## src/rtl/sonar_multi_sensor.sv

```systemverilog
// Multi-channel HC-SR04 range engine: triggers the selected sensor, times its echo, outputs BCD cm.
// Optional macro SONAR_ROUND_EN: round-half-up of the leftover echo ticks (default: truncate).
module sonar_multi_sensor #(
   parameter int unsigned N_CH           = 2,
   parameter int unsigned DIGITOS        = 3,
   parameter int unsigned CICLOS_POR_CM  = 2941,
   parameter int unsigned TRIGGER_CICLOS = 500,
   parameter int unsigned TIMEOUT_CICLOS = 1500000
) (
   input  logic                                     clock,
   input  logic                                     reset,
   input  logic                                     medir,
   input  logic [(N_CH > 1 ? $clog2(N_CH) : 1)-1:0] canal,
   input  logic [N_CH-1:0]                          echo,
   output logic [N_CH-1:0]                          trigger,
   output logic [4*DIGITOS-1:0]                     medida,
   output logic [(N_CH > 1 ? $clog2(N_CH) : 1)-1:0] canal_out,
   output logic                                     pronto,
   output logic                                     erro,
   output logic [3:0]                               db_estado
);

   localparam int unsigned CW     = (N_CH > 1) ? $clog2(N_CH) : 1;
   localparam int unsigned BW     = 4 * DIGITOS;
   localparam int unsigned TW     = (CICLOS_POR_CM > 1) ? $clog2(CICLOS_POR_CM) : 1;
   localparam int unsigned CntMax = (TIMEOUT_CICLOS > TRIGGER_CICLOS) ? TIMEOUT_CICLOS
                                                                       : TRIGGER_CICLOS;
   localparam int unsigned NW     = $clog2(CntMax + 1);
   localparam logic [BW-1:0] AllNines = {DIGITOS{4'h9}};

   typedef enum logic [3:0] {
      StInicial    = 4'd0,
      StPrepara    = 4'd1,
      StTrigger    = 4'd2,
      StEsperaEcho = 4'd3,
      StMede       = 4'd4,
      StArmazena   = 4'd5,
      StFinal      = 4'd6,
      StErro       = 4'd7
   } state_e;

   state_e          state_q, state_d;
   logic [CW-1:0]   canal_q, canal_d;
   logic [NW-1:0]   cnt_q, cnt_d;
   logic [TW-1:0]   tick_q, tick_d;
   logic [BW-1:0]   bcd_q, bcd_d;
   logic [BW-1:0]   medida_q, medida_d;
   logic [CW-1:0]   canal_out_q, canal_out_d;
   logic            erro_q, erro_d;
   logic [N_CH-1:0] trigger_q, trigger_d;
   logic            sync1_q, sync2_q, prev_q;
   logic            echo_sel;
   logic            echo_rise;
   logic            count_step;
   logic            round_up;

   function automatic logic [BW-1:0] bcd_inc(input logic [BW-1:0] v);
      logic [BW-1:0] r;
      logic          carry;
      r     = v;
      carry = 1'b1;
      if (v == AllNines) begin
         return v;
      end
      for (int i = 0; i < int'(DIGITOS); i++) begin
         if (carry) begin
            if (v[4*i +: 4] == 4'd9) begin
               r[4*i +: 4] = 4'd0;
            end else begin
               r[4*i +: 4] = v[4*i +: 4] + 4'd1;
               carry       = 1'b0;
            end
         end
      end
      return r;
   endfunction

   always_comb begin
      echo_sel = 1'b0;
      for (int i = 0; i < int'(N_CH); i++) begin
         if (canal_q == CW'(i)) begin
            echo_sel = echo[i];
         end
      end
   end

   // prev_q lets ESPERA_ECHO demand a fresh rising edge even if echo is already high.
   assign echo_rise = sync2_q & ~prev_q;

   always_comb begin
`ifdef SONAR_ROUND_EN
      round_up = (32'(tick_q) >= (CICLOS_POR_CM / 2));
`else
      round_up = 1'b0;
`endif
   end

   always_comb begin
      state_d     = state_q;
      canal_d     = canal_q;
      cnt_d       = cnt_q;
      tick_d      = tick_q;
      bcd_d       = bcd_q;
      medida_d    = medida_q;
      canal_out_d = canal_out_q;
      erro_d      = erro_q;
      trigger_d   = '0;
      count_step  = 1'b0;

      unique case (state_q)
         StInicial: begin
            if (medir) state_d = StPrepara;
         end
         StPrepara: begin
            canal_d = (32'(canal) >= N_CH) ? CW'(N_CH - 1) : canal;
            cnt_d   = '0;
            tick_d  = '0;
            bcd_d   = '0;
            state_d = StTrigger;
         end
         StTrigger: begin
            if (cnt_q == NW'(TRIGGER_CICLOS - 1)) begin
               cnt_d   = '0;
               state_d = StEsperaEcho;
            end else begin
               cnt_d = cnt_q + 1'b1;
            end
         end
         StEsperaEcho: begin
            if (echo_rise) begin
               // The detecting cycle is the first echo-high cycle, so it is counted too.
               cnt_d      = '0;
               count_step = 1'b1;
               state_d    = StMede;
            end else if (cnt_q == NW'(TIMEOUT_CICLOS - 1)) begin
               state_d = StErro;
            end else begin
               cnt_d = cnt_q + 1'b1;
            end
         end
         StMede: begin
            if (!sync2_q) begin
               state_d = StArmazena;
            end else if (cnt_q == NW'(TIMEOUT_CICLOS - 1)) begin
               state_d = StErro;
            end else begin
               cnt_d      = cnt_q + 1'b1;
               count_step = 1'b1;
            end
         end
         StArmazena: begin
            medida_d    = round_up ? bcd_inc(bcd_q) : bcd_q;
            canal_out_d = canal_q;
            erro_d      = 1'b0;
            state_d     = StFinal;
         end
         StFinal: state_d = StInicial;
         StErro:  state_d = StInicial;
         default: state_d = StInicial;
      endcase

      // Error result is loaded on entry so it is valid while pronto is high.
      if (state_d == StErro && state_q != StErro) begin
         medida_d    = '1;
         canal_out_d = canal_q;
         erro_d      = 1'b1;
      end

      if (count_step) begin
         if (tick_q == TW'(CICLOS_POR_CM - 1)) begin
            tick_d = '0;
            bcd_d  = bcd_inc(bcd_q);
         end else begin
            tick_d = tick_q + 1'b1;
         end
      end

      if (state_d == StTrigger) begin
         for (int i = 0; i < int'(N_CH); i++) begin
            trigger_d[i] = (canal_d == CW'(i));
         end
      end
   end

   always_ff @(posedge clock) begin
      if (!reset) begin
         state_q     <= StInicial;
         canal_q     <= '0;
         cnt_q       <= '0;
         tick_q      <= '0;
         bcd_q       <= '0;
         medida_q    <= '0;
         canal_out_q <= '0;
         erro_q      <= 1'b0;
         trigger_q   <= '0;
         sync1_q     <= 1'b0;
         sync2_q     <= 1'b0;
         prev_q      <= 1'b0;
      end else begin
         state_q     <= state_d;
         canal_q     <= canal_d;
         cnt_q       <= cnt_d;
         tick_q      <= tick_d;
         bcd_q       <= bcd_d;
         medida_q    <= medida_d;
         canal_out_q <= canal_out_d;
         erro_q      <= erro_d;
         trigger_q   <= trigger_d;
         sync1_q     <= echo_sel;
         sync2_q     <= sync1_q;
         prev_q      <= sync2_q;
      end
   end

   assign trigger   = trigger_q;
   assign medida    = medida_q;
   assign canal_out = canal_out_q;
   assign erro      = erro_q;
   assign pronto    = (state_q == StFinal) || (state_q == StErro);
   assign db_estado = state_q;

endmodule

```

## config.mk

```make
export PLATFORM = sky130hd
export DESIGN_NAME = sonar_multi_sensor
export DESIGN_NICKNAME = d
export VERILOG_FILES = /design/src/rtl/sonar_multi_sensor.sv
export SDC_FILE = /design/constraint.sdc
export NUM_CORES = 1
export LEC_CHECK = 0
export CORE_MARGIN = 4
export CORE_UTILIZATION = 37
export CTS_CLUSTER_DIAMETER = 200
export DETAILED_ROUTE_END_ITERATION = 10
export DONT_BUFFER_PORTS = 1
export MAX_ROUTING_LAYER = met4
export PLACE_DENSITY_LB_ADDON = 0.12
export SKIP_CTS_REPAIR_TIMING = 1
export SYNTH_ARGS = -nofsm -noshare
export SYNTH_HDL_FRONTEND = slang
export SYNTH_SLANG_ARGS = --single-unit
```

## constraint.sdc

```tcl
create_clock -name clock -period 6.5 [get_ports clock]
set_clock_uncertainty 0.1 [all_clocks]
set_input_delay 0.975 -clock clock [delete_from_list [all_inputs] [get_ports clock]]
set_output_delay 0.975 -clock clock [all_outputs]
set_load 0.03 [all_outputs]
```

======== Yosys cells after proc, flatten, opt, wreduce, memory -nomap -nowiden ========
Index checks and enable logic that the tools add are counted.
storage, ports and cells
  register bits after elaboration ......... 69
  output and inout port bits .............. 21
  logic and storage cells ................. 100
cells by class
  $add $sub $neg .......................... 5
  eq/ne operators ......................... 21
  multiplexer cells ....................... 47
  bitwise operators ....................... 3
  reductions and logical operators ........ 10
operators with widths
  kind                                                                      count
  12-bit two-way mux                                                        9
  21-bit two-way mux                                                        4
  21-bit one-hot mux with 4 select lines                                    1
  4-bit two-way mux                                                         10
  12-bit equality test (second input constant)                              2
  4-bit one-hot mux with 6 select lines                                     1
  21-bit by 1-bit adder with 21-bit output (second input constant)          1
  21-bit equality test (second input constant)                              1
  21-bit by 9-bit equality test with 1-bit output (second input constant)   1
  1-bit two-way mux                                                         21
  4-bit by 3-bit equality test with 1-bit output (second input constant)    5
  12-bit by 1-bit adder with 12-bit output (second input constant)          1
  4-bit by 1-bit adder with 4-bit output (second input constant)            3
  4-bit by 2-bit equality test with 1-bit output (second input constant)    3
  4-bit equality test (second input constant)                               3
  4-bit by 2-bit inequality test with 1-bit output (second input constant)  2
  2-bit AND reduction                                                       4
  4-bit by 1-bit equality test with 1-bit output (second input constant)    1
  4-bit zero test                                                           1
  4-bit by 3-bit inequality test with 1-bit output (second input constant)  1
  4-bit inequality test (second input constant)                             1
  2-bit nonzero test                                                        2
  4-bit nonzero test                                                        1
  2-bit inequality test (second input constant)                             1
  5 further kinds                                                           6

======== Longest topological paths before layout ========
Gate-level depths: netlist (run 1).
  depth in word-level cells ............... 16
  gate-level depth with buffers ........... 8

======== Least setup slack after synthesis (run 1) ========
No wires, ideal clock.
  path kind ............................... register to output
  from .................................... register state_q[1] (netlist: db_estado[1])
  to ...................................... output port pronto
  data arrival time ....................... 1.354 ns
  data required time ...................... 5.425 ns
  setup slack ............................. 4.071 ns
  stages on the path, launching flop included .. 4
  path buffers ............................ 1
  cells stage by stage .................... dfxtp_1 clkbuf_1 nand2_1 nor2_1
on the way
  word-level cells in the longest chain between the ends .. 2
  elaborated cells on any way between the ends .. 3
  those cells by class .................... 2 x eq/ne; 1 x reduce/logical
RTL lines
  item                                            line  text
  start, declared                                 42    state_e state_q, state_d;
  start signal, assigned                          187   state_q <= StInicial;
  start signal, assigned                          200   state_q <= state_d;
  4-bit by 3-bit equality test with 1-bit output  219   assign pronto = (state_q == StFinal) || (state_q == StErro);
  1-bit logical OR (*)                            219
  end, declared                                   18    output logic pronto,
Every way passes the cells marked *; elsewhere a longest branch is shown, timed or not.

======== Worst setup path after layout (run 1) ========
  from .................................... register state_q[2] (netlist: db_estado[2])
  to ...................................... register cnt_q[7]
on the way
  word-level cells in the longest chain between the ends .. 3
  elaborated cells on any way between the ends .. 8
  those cells by class .................... 5 x eq/ne; 1 x mux; 2 x reduce/logical
RTL lines
  item                                                                          line  text
  4-bit by 3-bit equality test with 1-bit output (tied with other cells)        110   unique case (state_q)
  4-bit nonzero test (no source line) or 2-bit inequality test (tied branches)  n/a
  2-bit AND reduction (no source line)                                          n/a
  end signal, assigned                                                          202   cnt_q <= cnt_d;
  end, declared                                                                 44    logic [NW-1:0] cnt_q, cnt_d;
Parallel ways exist; a longest one is shown, timed or not.
A chain may end at the register's enable or synchronous reset.

==> load_flow_metrics.sql, run 1 <==
INSERT INTO impl_metrics (metric_group, metric, value, unit) VALUES
('outcome', 'outcome', 'complete, no violations', ''),
('synthesis', 'mappedNetlistArea', '0.003901', 'sq mm'),
('critical_path', 'critical_path_cell_by_cell', 'or3b_2 > o21ai_0 > o211ai_2 > a21boi_2 > a41oi_1 > a311oi_1', ''),
('synthesis', 'synth_async_sr_flop_share', '0', '%'),
('placed_design', 'routabilityCongestion', '0.9257', ''),
('synthesis', 'mappedNetlistNets', '491', ''),
('sta', 'setup_tns', '0', 'ns'),
('floorplanning', 'floorplan.die.height', '110.7', 'microns'),
('critical_path', 'cp_capture_type', 'flip-flop', ''),
('sta', 'final-hold-violation-count', '0', ''),
('drt', 'ant_nets', '0', ''),
('layout', 'fin_nets', '475', ''),
('drt', 'drt_drc_violations_left', '0', ''),
('global_route', 'grt_pass1_vias', '3357', ''),
('layout', 'ratio_of_cells_with_drive_above_1_in_the_final_layout', '7.856', '%'),
('critical_path', 'cpMaxStageDelayCell', 'dfxtp_1', ''),
('power', 'vdd_ir_drop_max', '0.08542', 'mV'),
('drt', 'detail_route.wirelength', '10.87', 'mm'),
('clocking', 'cts_made_buffers', '9', ''),
('sta', 'worst_pin_slew', '0.9529', 'ns'),
('critical_path', 'cp_data_arrival_time', '3.19', 'ns'),
('floorplanning', 'placement_rows', '37', ''),
('layout', 'number_of_non_filler_instances_in_the_completed_layout', '607', ''),
('clocking', 'cts-root-buf', 'clkbuf_8', ''),
('flow_run', 'maxCapViolations', '0', ''),
('sta', 'finalSetupViolCount', '0', ''),
('sta', 'unrepaired_setup_endpoints_after_global_routing', 'no', ''),
('global_route', 'grt_pass1_wl', '18.01', 'mm'),
('synthesis', 'synth_flop_cell', 'dfxtp_1', ''),
('placed_design', 'post-place-cells', '591', ''),
('synthesis', 'synth_enable_flop_cells', '0', ''),
('sta', 'timing.fmax', '328.1', 'MHz'),
('placed_design', 'buffer_ports.inserted', '0', ''),
('synthesis', 'yosysSeqAreaShare', '35.41', '%'),
('drt', 'avgRoutedWirePerCell', '17.91', 'microns'),
('sta', 'min_period_over_period', '46.88', '%'),
('sta', 'final_period_minus_worst_setup_slack', '3.047', 'ns'),
('global_route', 'grt.overflow.total', '0', ''),
('synthesis', 'synthDistinctLibCells', '75', ''),
('clocking', 'tritoncts_clock_tree', 'built', ''),
('worst_hold_path', 'whs_path_depth', '1', ''),
('critical_path', 'peak_per_stage_delay_on_the_critical_path', '0.75', 'ns'),
('placed_design', 'placement.cell_area', '0.003948', 'sq mm'),
('synthesis', 'post_synth.cell_area_avg', '8.094', 'sq um'),
('critical_path', 'cp-start-kind', 'flip-flop', ''),
('drt', 'detail_route.iter0.violations', '249', ''),
('global_route', 'grt_usage', '18.59', '%'),
('global_route', 'initial_antenna_violation_count', '0', ''),
('drt', 'drt_first_pass_iters', '5', ''),
('clocking', 'ctsLongestPathBuffers', '2', ''),
('floorplanning', 'die_w', '110.7', 'microns'),
('layout', 'postLayoutCellArea', '0.004106', 'sq mm'),
('critical_path', 'r2r_cells', '6', ''),
('floorplanning', 'die_area', '0.01225', 'sq mm'),
('critical_path', 'critPathKind', 'reg2reg', ''),
('clocking', 'clock_sinks', '69', ''),
('global_route', 'maximum_number_of_pins_on_one_net_before_global_route_repair', '33', ''),
('layout', 'synthToLayoutAreaGrowth', '5.260', '%'),
('critical_path', 'worstPathRequired', '6.64', 'ns'),
('critical_path', 'crit_fanout', '17', ''),
('drt', 'route.vias.total', '3604', ''),
('floorplanning', 'core-area', '0.01028', 'sq mm'),
('clocking', 'insertion_delay', '0.36', 'ns'),
('drt', 'avgViaCountPerCell', '5.937', ''),
('clocking', 'cts_max_level', '3', ''),
('synthesis', 'synth-seq-cells', '69', ''),
('placed_design', 'detailed_place_hpwl', '7.483', 'mm'),
('power', 'p_per_area', '185.1', 'mW/mm^2'),
('sta', 'slew_headroom', '36.08', '%'),
('sta', 'final.hold.worst_slack', '0.3353', 'ns'),
('clocking', 'cts.reportedPaths.clkPinSlew', '0.08', 'ns'),
('worst_hold_path', 'hold_path_class', 'reg2reg', ''),
('power', 'total_leakage_power', '1.272', 'nW'),
('layout', 'antenna_cells_inserted', '0', ''),
('floorplanning', 'ios', '27', ''),
('floorplanning', 'initial_cell_density_of_the_core', '37.96', '%'),
('sta', 'finalMaxSlewViolations', '0', ''),
('synthesis', 'post_syn_instances', '482', ''),
('synthesis', 'yosys_warnings', '0', ''),
('layout', 'fillCellCount', '1126', '');
[worst paths after layout]
check / startpoint / end / slack [ns]
setup reg to reg: db_estado[2] / cnt_q[7] / 3.45
setup / recovery: db_estado[2] / cnt_q[7] / 3.45
hold reg to reg: sync1_q / sync2_q / 0.34
hold / removal: sync1_q / sync2_q / 0.34
[cells in the mapped netlist (3+ instances only)]
library cell,n,area [sq um]
nor4b_1,3,26.28
and4_1,3,26.28
o21a_1,4,30.03
a311oi_1,7,61.31
inv_1,11,41.29
ha_1,3,37.54
o31ai_1,6,45.04
nor3_1,5,25.02
nor2b_1,4,25.02
a21o_1,5,37.54
nand2b_1,10,62.56
clkbuf_1,18,67.56
nand3b_1,4,30.03
buf_2,5,25.02
nand4bb_1,3,33.78
nor4_1,5,31.28
a41oi_1,4,35.03
nor2_1,32,120.1
mux2i_1,16,160.2
nand3_1,32,160.2
nor3b_1,3,22.52
nand4_1,11,68.82
nand2_1,62,232.7
a21oi_1,37,185.2
dfxtp_1,69,1381
o21ai_0,29,145.1
a31oi_1,5,31.28
o211ai_1,4,30.03
and3_1,4,25.02
or3_1,4,25.02
o22ai_1,4,25.02
or4_1,3,22.52
and2_1,7,43.79
[area by class of cell]
class	instances	area (sq um)	area share, %
timing repair buffer	1	7.507	0.1828
clock buffer	11	131.4	3.199
inverter	12	45.04	1.097
multi-input combinational	373	2344	57.07
sequential	69	1381	33.64
clock inverter	5	27.53	0.6703
tap	136	170.2	4.144
[power breakdown]
group	total (mW)	leakage, nW	internal (mW)	switching [mW]
Clock	0.312	0.0829	0.136	0.176
Sequential	0.428	0.556	0.424	0.00442
Combinational	0.0196	0.632	0.00567	0.0139
Total	0.760	1.27	0.566	0.195
[through the flow]
step                      utilization [%]  setup slack [ns]  total power [mW]
after global routing                39.96             3.190            0.7907
after global placement              38.41             3.513            0.4578
after CTS                           39.96             3.466            0.7677
final                               39.96             3.453            0.7602
after floorplan                         -             4.071            0.4541
after detailed placement            38.41             3.492            0.4576
[flip-flops by register name, summed over array words and instances, names as in the netlist]
register	cells
trigger	2
prev_q	1
db_estado	4
canal_q	1
sync2_q	1
bcd_q	12
tick_q	12
cnt_q	21
medida	12
sync1_q	1
erro	1
canal_out	1
[logic make-up after synthesis]
| group | after synthesis | synth area share [%] |
|---|---|---|
| AO/OA/AOI/OAI | 137 | 23.45 |
| XOR/XNOR | 3 | 0.6736 |
| adder cells (fa/ha/maj) | 3 | 0.9623 |
| buffers and inverters | 40 | 4.522 |
| flip-flops | 69 | 35.41 |
| multiplexers | 16 | 4.105 |
| other | 1 | 0.09612 |
| AND/OR/NAND/NOR | 213 | 30.79 |
[placed cells by master, fill, tap and decap left out, types with 3 or more instances in the layout]
| cell | instances |
|---|---|
| a21o_1 | 5 |
| a21oi_1 | 37 |
| a311oi_1 | 7 |
| a31oi_1 | 5 |
| a41oi_1 | 4 |
| and2_1 | 7 |
| and3_1 | 4 |
| and4_1 | 3 |
| clkbuf_8 | 9 |
| clkinv_2 | 4 |
| dfxtp_1 | 69 |
| ha_1 | 3 |
| inv_1 | 11 |
| mux2i_1 | 16 |
| nand2_1 | 62 |
| nand2b_1 | 10 |
| nand3_1 | 32 |
| nand3b_1 | 4 |
| nand4_1 | 11 |
| nand4bb_1 | 3 |
| nor2_1 | 32 |
| nor2b_1 | 4 |
| nor3_1 | 5 |
| nor3b_1 | 3 |
| nor4_1 | 5 |
| nor4b_1 | 3 |
| o211ai_1 | 4 |
| o21a_1 | 4 |
| o21ai_0 | 29 |
| o22ai_1 | 4 |
| o31ai_1 | 6 |
| or3_1 | 4 |
| or4_1 | 3 |
[worst max-delay path: cells and delay by family (launching register included)]
kind	cells	cell delay, ns
compound gates	5	1.52
flops	1	0.75
simple gates	1	0.55
[routing by layer]
layer | track usage (%) | up-vias | routed length [microns]
met5 | - | - | 0
met1 | 25.14 | 1718 | 5236
met3 | 3.221 | 22 | 519
met4 | 8.292 | 0 | 252
met2 | 27.18 | 105 | 4865
li1 | - | 1759 | -
Power figures use the tool's default switching activity.
==> run 2, diff against run 1 <==
==> constraint.sdc (replaced) <==
create_clock -name clock -period 2.8 [get_ports clock]
set_clock_uncertainty 0.1 [all_clocks]
set_input_delay 0.42 -clock clock [delete_from_list [all_inputs] [get_ports clock]]
set_output_delay 0.42 -clock clock [all_outputs]
set_load 0.03 [all_outputs]
==> run 2 against run 1 <==
Clock-buffer cell count shrank 2. Critical endpoint is now tick_q[1]. Setup slack lost 3.2 ns. Sequential cell count is the same. Critical path type unchanged. Clock power grew 140%. Cell area grew 3.3%. Wire length shrank 0.72%. Largest cell class unchanged. Die area is the same. Cell count grew 2.5%.
==> load_flow_metrics.sql, run 2 (synthesized netlist as in run 1, its figures left out) <==
INSERT INTO impl_metrics (metric_group, metric, value, unit) VALUES
('placed_design', 'routabilityCongestion', '0.9052', ''),
('global_route', 'initial_antenna_violation_count', '0', ''),
('floorplanning', 'ios', '27', ''),
('power', 'total_power', '1.797', 'mW'),
('power', 'comb_power_share', '3.2', '%'),
('critical_path', 'regToRegEndpoint', 'tick_q[1]', ''),
('critical_path', 'cp_capture_type', 'flip-flop', ''),
('layout', 'multi_input_comb_area', '0.002351', 'sq mm'),
('power', 'vdd_ir_drop_max', '0.1938', 'mV'),
('clocking', 'cts.reportedPaths.clkPinSlew', '0.08', 'ns'),
('placed_design', 'detailed_place_hpwl', '7.710', 'mm'),
('sta', 'finalSetupViolCount', '0', ''),
('critical_path', 'cpMaxStageDelayCell', 'or4_1', ''),
('power', 'p_per_area', '423.7', 'mW/mm^2'),
('worst_hold_path', 'whs_path_depth', '1', ''),
('floorplanning', 'floorplan.die.height', '110.7', 'microns'),
('global_route', 'maximum_number_of_pins_on_one_net_before_global_route_repair', '33', ''),
('critical_path', 'crit_fanout', '6', ''),
('clocking', 'cts_max_level', '3', ''),
('floorplanning', 'placement_rows', '37', ''),
('outcome', 'outcome', 'complete, no violations', ''),
('layout', 'antenna_cells_inserted', '0', ''),
('critical_path', 'worstPathRequired', '2.96', 'ns'),
('clocking', 'clock_sinks', '69', ''),
('critical_path', 'critical_path_cell_by_cell', 'ha_1 > nand4_1 > or4_1 > nor2_1 > o21ai_1 > and3_1 > o21a_1', ''),
('global_route', 'grt_pass1_wl', '17.80', 'mm'),
('drt', 'detail_route.wirelength', '10.80', 'mm'),
('critical_path', 'setup.reg_to_reg.worst_slack', '0.21', 'ns'),
('clocking', 'cts-root-buf', 'clkbuf_8', ''),
('global_route', 'grt.overflow.total', '0', ''),
('layout', 'regMostFlops', 'cnt_q', ''),
('drt', 'drt_first_pass_iters', '5', ''),
('sta', 'final_period_minus_worst_setup_slack', '2.593', 'ns'),
('floorplanning', 'die_area', '0.01225', 'sq mm'),
('global_route', 'grt_pass1_vias', '3430', ''),
('power', 'clkPwrFrac', '41.9', '%'),
('power', 'power_report.internal_total', '1.325', 'mW'),
('layout', 'synthToLayoutAreaGrowth', '8.724', '%'),
('critical_path', 'critPathKind', 'reg2reg', ''),
('sta', 'final-hold-violation-count', '0', ''),
('power', 'total_switching_power', '0.4727', 'mW'),
('layout', 'flip_flop_count_of_the_largest_register_all_copies_and_words_added', '21', ''),
('sta', 'timing.fmax', '385.6', 'MHz'),
('power', 'reg_power_share', '54.9', '%'),
('critical_path', 'cp-start-kind', 'flip-flop', ''),
('floorplanning', 'die_w', '110.7', 'microns'),
('power', 'total_leakage_power', '1.347', 'nW'),
('clocking', 'ctsLongestPathBuffers', '2', ''),
('placed_design', 'buffer_ports.inserted', '0', ''),
('sta', 'worst_pin_slew', '0.6262', 'ns'),
('global_route', 'grt_usage', '18.12', '%'),
('sta', 'setup_tns', '0', 'ns'),
('drt', 'avgRoutedWirePerCell', '17.36', 'microns'),
('layout', 'final_common_cell', 'dfxtp_1', ''),
('sta', 'min_period_over_period', '92.62', '%'),
('layout', 'fin_nets', '490', ''),
('critical_path', 'peak_per_stage_delay_on_the_critical_path', '0.64', 'ns'),
('critical_path', 'regToRegStartpoint', 'cnt_q[0]', ''),
('clocking', 'tritoncts_clock_tree', 'built', ''),
('worst_hold_path', 'hold_path_class', 'in2reg', ''),
('drt', 'ant_nets', '0', ''),
('sta', 'slew_headroom', '57.87', '%'),
('drt', 'route.vias.total', '3611', ''),
('drt', 'drt_drc_violations_left', '0', ''),
('layout', 'fillCellCount', '1089', ''),
('drt', 'avgViaCountPerCell', '5.805', ''),
('drt', 'detail_route.iter0.violations', '277', ''),
('clocking', 'cts_made_buffers', '9', ''),
('layout', 'ratio_of_cells_with_drive_above_1_in_the_final_layout', '11.11', '%'),
('sta', 'finalMaxSlewViolations', '0', ''),
('critical_path', 'r2r_cells', '7', ''),
('layout', 'register_area', '0.001381', 'sq mm'),
('worst_hold_path', 'hold_path.startpoint', 'reset', ''),
('worst_hold_path', 'hold_path_end', 'bcd_q[2]', ''),
('critical_path', 'cp_data_arrival_time', '2.76', 'ns'),
('sta', 'unrepaired_setup_endpoints_after_global_routing', 'no', ''),
('flow_run', 'maxCapViolations', '0', ''),
('layout', 'layout_common_cells', 'dfxtp_1 (69), nand2_1 (62), a21oi_1 (37), nor2_1 (32), nand3_1 (32)', ''),
('power', 'swShare', '26.30', '%'),
('floorplanning', 'initial_cell_density_of_the_core', '37.96', '%'),
('clocking', 'insertion_delay', '0.36', 'ns'),
('floorplanning', 'core-area', '0.01028', 'sq mm');
run 2: final cells by class:
cell class	count	area share [%]
clock buffer	9	2.920
clock inverter	7	1.180
inverter	12	1.062
multi-input combinational	373	55.43
sequential	69	32.57
tap	136	4.012
timing repair buffer	16	2.832
run 2: worst max-delay path: cells and delay by family, from the launching register on:
kind / cells / cell delay, ns
DFF: 1 / 0.40
adders and majority gates: 1 / 0.26
and+or+nand+nor: 4 / 1.36
AOI/OAI and AO/OA: 2 / 0.37
run 2: how the worst max path moves through the flow:
| stage | startpoint | end | slack, ns |
|---|---|---|---|
| finish | cnt_q[0] | tick_q[1] | 0.21 |
| global route | cnt_q[1] | tick_q[1] | 0.02 |
| CTS | db_estado[1] | cnt_q[10] | 0.12 |
| detailed placement | db_estado[1] | cnt_q[14] | 0.17 |
| global placement | db_estado[1] | cnt_q[10] | 0.23 |
| floorplan | db_estado[2] | bcd_q[8] | 0.50 |
run 2: per-layer routing:
layer,vias up,routed length (microns),track usage [%]
met3,18,551,4.039
li1,1791,-,-
met2,84,4640,26.17
met4,0,193,6.486
met5,-,0,-
met1,1718,5409,24.86
run 2: through the flow:
step,worst slack [ns],cell area [sq um],hold WS [ns],instances,util [%]
final,0.2066,4242,0.08648,622,41.27
after global placement,0.2346,4060,0.3132,606,39.51
after floorplan,0.5043,3901,0.3119,482,-
after CTS,0.1250,4234,0.06127,622,41.20
after detailed placement,0.1682,4060,0.3215,606,39.51
after global routing,0.02039,4242,0.06892,622,41.27
run 2: power by group through the flow:
stage                     clock (mW)  combinational [mW]  sequential, mW
after floorplan                    0              0.0419            1.01
after global placement             0              0.0571            1.01
after detailed placement           0              0.0567            1.01
after CTS                      0.787              0.0570           0.987
after global routing           0.825              0.0620           0.988
final                          0.753              0.0568           0.987
